### config.mk
export PLATFORM = sky130hd
export DESIGN_NAME = register_tree_pq
export DESIGN_NICKNAME = d
export VERILOG_FILES = /design/src/rtl/register_tree_pq.sv
export SDC_FILE = /design/constraint.sdc
export NUM_CORES = 1
export LEC_CHECK = 0
export CAP_MARGIN = 20
export CORE_MARGIN = 1
export CORE_UTILIZATION = 30
export CTS_CLUSTER_SIZE = 8
export DETAILED_ROUTE_END_ITERATION = 12
export SETUP_SLACK_MARGIN = 0.2
export SYNTH_ARGS = -nofsm -noshare
export SYNTH_HDL_FRONTEND = slang
export SYNTH_SLANG_ARGS = --single-unit
export TNS_END_PERCENT = 100
### constraint.sdc
create_clock -name CLK -period 19.4 [get_ports CLK]
set_input_delay 2.91 -clock CLK [delete_from_list [all_inputs] [get_ports CLK]]
set_output_delay 2.91 -clock CLK [all_outputs]
set_load 0.03 [all_outputs]
### src/rtl/register_tree_pq.sv
// Max-priority queue: QUEUE_SIZE leaf registers feeding a combinational
// comparator tree whose root is the current maximum, updated one op per cycle.
module register_tree_pq #(
  parameter int QUEUE_SIZE = 8,
  parameter int DATA_WIDTH = 16
) (
  input  logic                  CLK,
  input  logic                  RSTn,
  input  logic                  i_wrt,
  input  logic                  i_read,
  input  logic [DATA_WIDTH-1:0] i_data,
  output logic                  o_full,
  output logic                  o_empty,
  output logic [DATA_WIDTH-1:0] o_data
);

  localparam int TREE_DEPTH   = $clog2(QUEUE_SIZE);
  localparam int NODES_NEEDED = (2 ** (TREE_DEPTH + 1)) - 1;
  localparam int COMP_COUNT   = NODES_NEEDED / 2;
  localparam int IDX_W        = TREE_DEPTH;

  typedef struct packed {
    logic                  vld;
    logic [DATA_WIDTH-1:0] val;
    logic [IDX_W-1:0]      idx;
  } node_t;

  logic [QUEUE_SIZE-1:0]                 valid_r;
  logic [QUEUE_SIZE-1:0][DATA_WIDTH-1:0] leaf_r;
  node_t                                 root_s;
  logic [IDX_W-1:0]                      free_idx_s;
  logic                                  full_s;
  logic                                  empty_s;

  // A valid child beats an invalid one; on equal values the left child wins.
  function automatic node_t pick(input node_t left, input node_t right);
    node_t win;
    if (right.vld && (!left.vld || (right.val > left.val))) begin
      win = right;
    end else begin
      win = left;
    end
    return win;
  endfunction

  // Heap-ordered tree: node n has children 2n+1 / 2n+2, leaves occupy the tail.
  function automatic node_t tree_max(
    input logic [QUEUE_SIZE-1:0]                 vld,
    input logic [QUEUE_SIZE-1:0][DATA_WIDTH-1:0] dat
  );
    node_t nodes [NODES_NEEDED];
    for (int k = 0; k < QUEUE_SIZE; k++) begin
      nodes[COMP_COUNT + k] = '{vld: vld[k], val: dat[k], idx: IDX_W'(k)};
    end
    for (int n = COMP_COUNT - 1; n >= 0; n--) begin
      nodes[n] = pick(nodes[2 * n + 1], nodes[2 * n + 2]);
    end
    return nodes[0];
  endfunction

  function automatic logic [IDX_W-1:0] first_free(input logic [QUEUE_SIZE-1:0] vld);
    logic [IDX_W-1:0] idx;
    idx = '0;
    for (int k = QUEUE_SIZE - 1; k >= 0; k--) begin
      idx = vld[k] ? idx : IDX_W'(k);
    end
    return idx;
  endfunction

  // Root of the comparator tree and the insertion slot, both from registered state.
  always_comb begin
    root_s     = tree_max(valid_r, leaf_r);
    free_idx_s = first_free(valid_r);
    full_s     = &valid_r;
    empty_s    = ~|valid_r;
  end

  // Leaf storage update: enqueue, dequeue, replace or hold.
  always_ff @(posedge CLK or negedge RSTn) begin
    if (!RSTn) begin
      valid_r <= '0;
      leaf_r  <= '0;
    end else begin
      case ({i_wrt, i_read})
        2'b10: begin
          if (!full_s) begin
            valid_r[free_idx_s] <= 1'b1;
            leaf_r[free_idx_s]  <= i_data;
          end
        end
        2'b01: begin
          if (!empty_s) begin
            valid_r[root_s.idx] <= 1'b0;
            leaf_r[root_s.idx]  <= '0;
          end
        end
        2'b11: begin
          // Replacing into an empty queue degenerates to a plain enqueue.
          if (!empty_s) begin
            leaf_r[root_s.idx] <= i_data;
          end else begin
            valid_r[free_idx_s] <= 1'b1;
            leaf_r[free_idx_s]  <= i_data;
          end
        end
        default: begin
        end
      endcase
    end
  end

  assign o_data  = root_s.vld ? root_s.val : '0;
  assign o_full  = full_s;
  assign o_empty = empty_s;

endmodule

# After elaboration in Yosys (flattened, before gate mapping)
# Index checks and enable logic that the tools add are counted.
# totals
register_bits	136
out_inout_bits	18
wordCells	94
# classes
magnitude_cmp	11
eq_ne	6
mux	34
bitwise	5
reduce_logical	29
# ops
cell	n
128-bit two-way mux	3
128-bit one-hot mux with 3 select lines	1
128-bit bitwise mux	2
20-bit two-way mux	7
128-bit AND	1
128-bit NOT	1
16-bit greater-than comparator	7
16-bit demux with 3-bit select	2
16-bit two-way mux	3
3-bit two-way mux	8
8-bit two-way mux	3
8-bit one-hot mux with 3 select lines	1
1-bit logical AND	9
8-bit AND	1
1-bit zero test	8
3-bit by 4-bit < comparator with 1-bit output, second input constant	2
8-bit NOT	1
8-bit OR	1
8-bit AND reduction	1
8-bit OR reduction	1
1-bit logical OR	7
1-bit demux with 3-bit select	2
3-bit by 1-bit greater-or-equal comparator with 1-bit output, second input constant	2
2-bit inequality test, second input constant	3
other kinds (6)	8

# Logic depth before layout (Yosys ltp)
# Gate-level depths: netlist (run 1).
# logic_depth
ltp_word	20
mapped_depth	29

# Worst setup path before layout (run 1)
# OpenSTA, ideal clock, no wires.
# synth_path
path_type	flip-flop to output port
startpoint	register leaf_r[49] in the netlist's numbering
endpoint	output port o_data[10]
t_arrival_ps	6817
t_required_ps	16490
setup_slack_ps	9673
stages_incl_launch_ff	27
cell_sequence	dfrtp_1 ha_1 nor2b_1 o211ai_1 a2111oi_0 o31a_1 clkbuf_1 clkbuf_1 buf_1 a21o_1 ha_1 a21oi_1 nand2_1 a211o_1 o31ai_1 clkbuf_1 clkbuf_1 a21o_1 o32ai_1 ha_1 a211o_1 or3_4 o31ai_4 nand2b_1 buf_1 clkbuf_1 o2bb2ai_1
# synth_via
elab_chain_cells	13
elab_cells_between_ends	14
classes_between	order compare (3); mux (4); reduce/logical (7)
# synth_lines
item	line	source
start, declared	29	logic [QUEUE_SIZE-1:0][DATA_WIDTH-1:0] leaf_r;
start signal, assigned by index	88	leaf_r[free_idx_s] <= i_data;
start signal, assigned by index	100	leaf_r[root_s.idx] <= i_data;
start signal, assigned by index	103	leaf_r[free_idx_s] <= i_data;
16-bit greater-than comparator	38	if (right.vld && (!left.vld || (right.val > left.val))) begin
1-bit logical OR	38	
1-bit logical AND	38	
20-bit two-way mux *	38	
16-bit greater-than comparator	38	
1-bit logical OR	38	
1-bit logical AND	38	
20-bit two-way mux *	38	
16-bit greater-than comparator / 1-bit zero test (equally long branches)	38	
1-bit logical OR	38	
1-bit logical AND	38	
20-bit two-way mux *	38	
16-bit two-way mux *	112	assign o_data = root_s.vld ? root_s.val : '0;
end, declared	14	output logic [DATA_WIDTH-1:0] o_data
# Every way passes the cells marked *; elsewhere a longest branch is shown, timed or not.

# Worst setup path after layout (run 1)
# layout_path
startpoint	register leaf_r[79] in the netlist's numbering
endpoint	output port o_data[0]
# layout_via
elab_chain_cells	13
elab_cells_between_ends	14
classes_between	order compare (3); mux (4); reduce/logical (7)
# layout_lines
item	line
16-bit greater-than comparator	38
1-bit logical OR	38
1-bit logical AND	38
20-bit two-way mux *	38
16-bit greater-than comparator / 1-bit zero test (equally long branches)	38
1-bit logical OR	38
1-bit logical AND	38
20-bit two-way mux *	38
16-bit greater-than comparator	38
1-bit logical OR	38
1-bit logical AND	38
20-bit two-way mux *	38
16-bit two-way mux *	112
# Marks and branches as above.

==> results of run 1 <==
[worst reg2reg max path: stages, from the launching register on]
cell and delay, ps:
dfrtp_1 370, inv_1 70, ha_1 320, nand4_1 240, a2111oi_0 590, o31a_1 290
buf_4 430, nor2_1 130, a21o_1 170, ha_1 320, nand4_1 210, nor3_1 370
a21boi_0 350, o31a_1 780, o32ai_1 300, ha_1 370, nand4_1 180, nor4_1 520
a21boi_0 470, o31a_1 470, buf_4 320, and3_1 240, a21oi_2 260, a22o_1 340
[flip-flops by register name, summed over array words and instances (netlist names)]
| signal | count |
|---|---|
| leaf_r | 128 |
| valid_r | 8 |
[routing by layer]
metal / part of all wire, % / up-vias / track usage, %
met3: 6.4 / 65 / 3.71
met2: 44 / 328 / 28.2
met1: 47 / 4610 / 25.6
met4: 2.8 / 0 / 6.70
met5: 0 / - / 0
li1: - / 4354 / -
[cell type report]
| type | instances | share of cell area [%] |
|---|---|---|
| well taps | 448 | 4.73 |
| clock inverters | 12 | 0.983 |
| multi-input cells | 842 | 54.0 |
| inverters | 88 | 2.79 |
| flip-flops and latches | 136 | 28.7 |
| repair buffers | 59 | 4.89 |
| clock buffers | 20 | 3.86 |
[path summary, 6_finish.rpt]
kind / to / slack [ps] / cells after the start
worst max-delay path: o_data[0] / 7790 / 24
worst min-delay path: leaf_r[27] / 520 / 1
worst max register to register: leaf_r[77] / 11230 / 23
worst min register to register: leaf_r[27] / 520 / 1
max in group asynchronous: leaf_r[87] / 15870 / 3
min in group asynchronous: leaf_r[2] / 2460 / 1
[per-stage QoR]
stage	instance area (sq um)	utilization (%)	instances	setup WS [ps]	hold WS [ps]
after floorplan	10400	-	1149	9670	483
after global placement	11200	33.0	1568	8390	497
after detailed placement	11200	33.1	1569	8320	508
after CTS	11800	34.8	1601	7860	521
after global routing	11800	35.0	1605	7260	531
final	11800	35.0	1605	7790	517
[cells by family after synthesis]
group           count (synthesis)
compound gates                416
simple gates                  279
buf+inv                       171
flops                         136
fa+ha+maj                     112
mux                            35
[placed cells by master, fill, tap and decap left out, types with 4 or more instances in the layout]
master	instances
a21oi_1	77
nand4_1	21
and4_1	4
o211a_1	17
nor2b_1	9
inv_6	4
o32a_1	4
a22oi_1	48
a21boi_0	5
inv_1	88
a21o_1	38
o21ai_0	13
nor4_1	8
nor2_1	75
a22o_1	64
o32ai_1	15
clkbuf_16	17
nor3_1	8
o2bb2ai_1	18
clkinvlp_4	5
nand2b_1	20
mux2i_1	34
ha_1	112
and3_1	18
o31a_1	6
nand3_1	28
o22ai_1	19
a221oi_1	16
o211ai_1	20
a32o_1	16
nand2_1	77
buf_4	17
dfrtp_1	136
clkdlybuf4s50_1	36
==> impl_metrics.env, run 1 <==
export IMPL_grt_overflow_total=0
export IMPL_synth_seq_cells=136
export IMPL_detailroute_via_count=9357
export IMPL_port_buffers=37
export IMPL_path_max_fanout=20
export IMPL_nets=1276
export IMPL_tritoncts="built"
export IMPL_cp_required_ps=16490
export IMPL_status="complete, no violations"
export IMPL_cts_root_buf="clkbuf_16"
export IMPL_tightestPinTransition_ps=1060
export IMPL_worstSetupPathType="flop to output port"
export IMPL_ios=38
export IMPL_syn_to_final_growth_pct=13.7
export IMPL_endpoint_kind="output port"
export IMPL_die_w_um=188
export IMPL_dpl_hpwl_um=24000
export IMPL_syn_cell_area_sq_mm=0.0104
export IMPL_synth_top_area_share_pct=32.7
export IMPL_start_kind="flop"
export IMPL_rsz0062_at_grt="false"
export IMPL_drtPass1Iterations=5
export IMPL_cpMostUsedCell="ha_1"
export IMPL_clock_fmax_mhz=86.2
export IMPL_drtIter0Drc=860
export IMPL_post_synth_top_count_cell="dfrtp_1"
export IMPL_post_drt_via_cell_ratio=5.83
export IMPL_finClkSkew_ps=17.6
export IMPL_clk_pin_slew_ps=70
export IMPL_gp_congestion=0.895
export IMPL_cts_resized=0
export IMPL_synth_area_leaders="dfrtp_1 33%, ha_1 13%, a22o_1 5.4%"
export IMPL_clk_path_buf_depth=2
export IMPL_cts_setup_buffers=0
export IMPL_totalWireLength_um=32200
export IMPL_yosys_area_top_type="dfrtp_1"
export IMPL_synth_ff_type="dfrtp_1"
export IMPL_crit_slowest_cell="clkdlybuf4s50_1"
export IMPL_antenna_left=0
export IMPL_core_area_sq_mm=0.0339
export IMPL_grt_first_pass_wirelength_um=51400
export IMPL_n_antenna_cell=0
export IMPL_synth_edf_count=0
export IMPL_cp_arrival_ps=8700
export IMPL_crit_start="leaf_r[79]"
export IMPL_syn_avg_cell_area_sq_um=9.06
export IMPL_setup_violations=0
export IMPL_dieArea_sq_mm=0.0355
export IMPL_num_fill_cells=3438
export IMPL_yosys_area_share_adder_pct=13.5
export IMPL_crit_reg2reg_launch="leaf_r[43]"
export IMPL_synthXorXnorAreaFrac_pct=0
export IMPL_slew_viol_final=0
export IMPL_synthArstFlopShare_pct=100
export IMPL_htreeDepth=4
export IMPL_antenna_found_initial=0
export IMPL_syn_num_nets=1281
export IMPL_seq_area_sq_mm=0.00340
export IMPL_num_rows=67
export IMPL_worstPathCellList="inv_1, ha_1, and4_1, a211o_1, a41o_1, o311ai_4, buf_4, mux2i_1, ha_1, nor2b_1, o211ai_1, a21boi_0, o31ai_4, buf_4, a21oi_1, a22oi_1, ha_1, a211o_1, or3_4, o31ai_4, nand2b_1, a31o_1, o22ai_1, clkdlybuf4s50_1"
export IMPL_drive_above_1_share_pct=6.66
export IMPL_timing_critical_path_buf_inv=4
export IMPL_synth_simple_area_share_pct=13.0
export IMPL_grt_pass1_vias=9198
export IMPL_synth_commonest_cells="136 x dfrtp_1, 112 x ha_1, 88 x inv_1"
export IMPL_post_route_min_period_ps=11610
export IMPL_max_cap_viol_count=0
export IMPL_crit_family="compound AO/OA/AOI/OAI gates"
export IMPL_synthCells=1149
export IMPL_seq_area_frac_synth_pct=32.7
export IMPL_synth_mux_area_share_pct=3.38
export IMPL_cts_buffers=17
export IMPL_synth_compound_area_share_pct=30.9
export IMPL_ctsHoldBuffers=0
export IMPL_hp_class="flop to flop"
export IMPL_relSlewSlack_pct=29.2
export IMPL_fin_crit_sh_pct=59.8
export IMPL_yosys_warnings=0
export IMPL_min_from="leaf_r[27]"
export IMPL_die_y_um=188
export IMPL_hold_viol_final=0
export IMPL_multiInputGateArea_sq_mm=0.00639
export IMPL_grt_max_degree=76
export IMPL_timing_setup_tns_ps=0
export IMPL_numClockSinks=136
export IMPL_grt_use_total_pct=18.4
export IMPL_clk_latency_ps=430
export IMPL_drc=0
export IMPL_cpPeakStageDelay_ps=730
export IMPL_netlist_cell_type_count=67
export IMPL_start_util_pct=30.8
export IMPL_synth_top_family_by_area="compound AO/OA/AOI/OAI gates"
export IMPL_routedWlPerCell_um=20.1
Power of run 1 is not shown: default switching activity piles up to over one toggle a cycle in this logic, so the estimate is an artifact.
==> run 2: changes to the inputs <==
- clock period: 19.4 -> 11.4 ns (I/O delays scaled with it)
==> impl_metrics.env, run 2 (same netlist as run 1, synthesis figures left out) <==
export IMPL_crit_slowest_cell="o311ai_4"
export IMPL_slew_viol_final=0
export IMPL_grt_pass1_vias=9207
export IMPL_hold_viol_final=0
export IMPL_cpPeakStageDelay_ps=820
export IMPL_cts_buffers=17
export IMPL_multiInputGateArea_sq_mm=0.00639
export IMPL_die_y_um=188
export IMPL_fin_hold_ws_ps=519
export IMPL_start_kind="flop"
export IMPL_top_register="leaf_r"
export IMPL_clk_latency_ps=430
export IMPL_status="complete, no violations"
export IMPL_fin_crit_sh_pct=90.7
export IMPL_final_cell_area_sq_mm=0.0118
export IMPL_dieArea_sq_mm=0.0355
export IMPL_clk_path_buf_depth=2
export IMPL_core_area_sq_mm=0.0339
export IMPL_cts_resized=0
export IMPL_timing_setup_tns_ps=0
export IMPL_cp_arrival_ps=8630
export IMPL_largest_register_ffs=128
export IMPL_post_dp_cell_area_sq_mm=0.0112
export IMPL_drtIter0Drc=870
export IMPL_numClockSinks=136
export IMPL_cp_required_ps=9690
export IMPL_htreeDepth=4
export IMPL_clk_pin_slew_ps=60
export IMPL_ctsHoldBuffers=0
export IMPL_drive_above_1_share_pct=6.82
export IMPL_clock_fmax_mhz=96.7
export IMPL_cts_root_buf="clkbuf_16"
export IMPL_dpl_hpwl_um=24500
export IMPL_grt_util_met3_pct=2.66
export IMPL_max_cap_viol_count=0
export IMPL_routedWlPerCell_um=20.5
export IMPL_seq_area_sq_mm=0.00340
export IMPL_grt_first_pass_wirelength_um=52500
export IMPL_busiest_layer="met2"
export IMPL_start_util_pct=30.8
export IMPL_fin_cells=1607
export IMPL_gp_congestion=0.873
export IMPL_setup_violations=0
export IMPL_antenna_found_initial=0
export IMPL_post_route_min_period_ps=10340
export IMPL_post_drt_via_cell_ratio=5.83
export IMPL_rsz0062_at_grt="false"
export IMPL_drtPass1Iterations=5
export IMPL_gr_usage_met2_pct=29.1
export IMPL_reg_top3="leaf_r (128), valid_r (8)"
export IMPL_place_inst=1572
export IMPL_die_w_um=188
export IMPL_worstPathCellList="inv_1, ha_1, and4_1, a211o_1, a41o_1, o311ai_4, buf_4, mux2i_1, ha_1, nor2b_1, o211ai_1, a21boi_0, o31ai_4, buf_4, a21oi_1, a22oi_1, ha_1, nand4_1, nor4_1, a21boi_0, o31a_1, buf_4, o2bb2ai_1, clkdlybuf4s50_1"
export IMPL_detailroute_via_count=9373
export IMPL_grt_overflow_total=0
export IMPL_endpoint_kind="output port"
export IMPL_grt_use_total_pct=18.8
export IMPL_tightestPinTransition_ps=1110
export IMPL_finClkSkew_ps=12.4
export IMPL_totalWireLength_um=33000
export IMPL_syn_to_final_growth_pct=13.6
export IMPL_n_antenna_cell=0
export IMPL_hp_class="flop to flop"
export IMPL_port_buffers=37
export IMPL_worstSetupPathType="flop to output port"
export IMPL_mostFrequentLayoutCells="136 x dfrtp_1, 112 x ha_1, 88 x inv_1"
export IMPL_num_rows=67
export IMPL_drc=0
export IMPL_final_common_cell="dfrtp_1"
export IMPL_num_fill_cells=3466
export IMPL_cts_setup_buffers=0
export IMPL_antenna_left=0
export IMPL_path_max_fanout=19
export IMPL_ios=38
export IMPL_nets=1278
export IMPL_tritoncts="built"
export IMPL_grt_max_degree=70
export IMPL_globalRouteMet1Util_pct=26.4
export IMPL_relSlewSlack_pct=25.7
[run 2: metrics by stage]
step	worst slack (ps)	util [%]
floorplan	2870	-
global placement	1800	33.1
detailed placement	1670	33.1
CTS	1220	34.8
global route	393	34.9
finish	1060	34.9
[run 2: layout make-up]
type                       instances  area share [%]
inverter                          88            2.79
tap                              448            4.74
multi-input combinational        842            54.0
clock buffer                      19            3.74
clock inverter                    13            1.04
sequential                       136            28.8
timing repair buffer              61            4.89
[run 2: worst paths after layout]
| path | startpoint | endpoint | slack [ps] | cells after the start |
|---|---|---|---|---|
| setup / recovery | leaf_r[79] | o_data[4] | 1060 | 24 |
| min in group asynchronous | RSTn | leaf_r[19] | 1290 | 1 |
| hold / removal | leaf_r[31] | leaf_r[31] | 520 | 1 |
| max in group asynchronous | RSTn | valid_r[5] | 8690 | 2 |
| hold reg to reg | leaf_r[31] | leaf_r[31] | 520 | 1 |
| setup reg to reg | leaf_r[79] | leaf_r[76] | 3220 | 25 |
[run 2: worst max-delay path: cells and delay by family, from the launching register on]
kind / cells / cell delay (ps)
AO/OA/AOI/OAI: 11 / 4120
buffers and inverters: 5 / 1770
AND/OR/NAND/NOR: 4 / 860
adder cells (fa/ha/maj): 3 / 810
flip-flops: 1 / 370
multiplexers: 1 / 260
[run 2: routing by layer]
layer	vias up	wire length, um
li1	4361	-
met1	4677	15700
met2	272	14700
met3	63	1690
met4	0	957
met5	-	0
Power of run 2 is left out for the same reason.
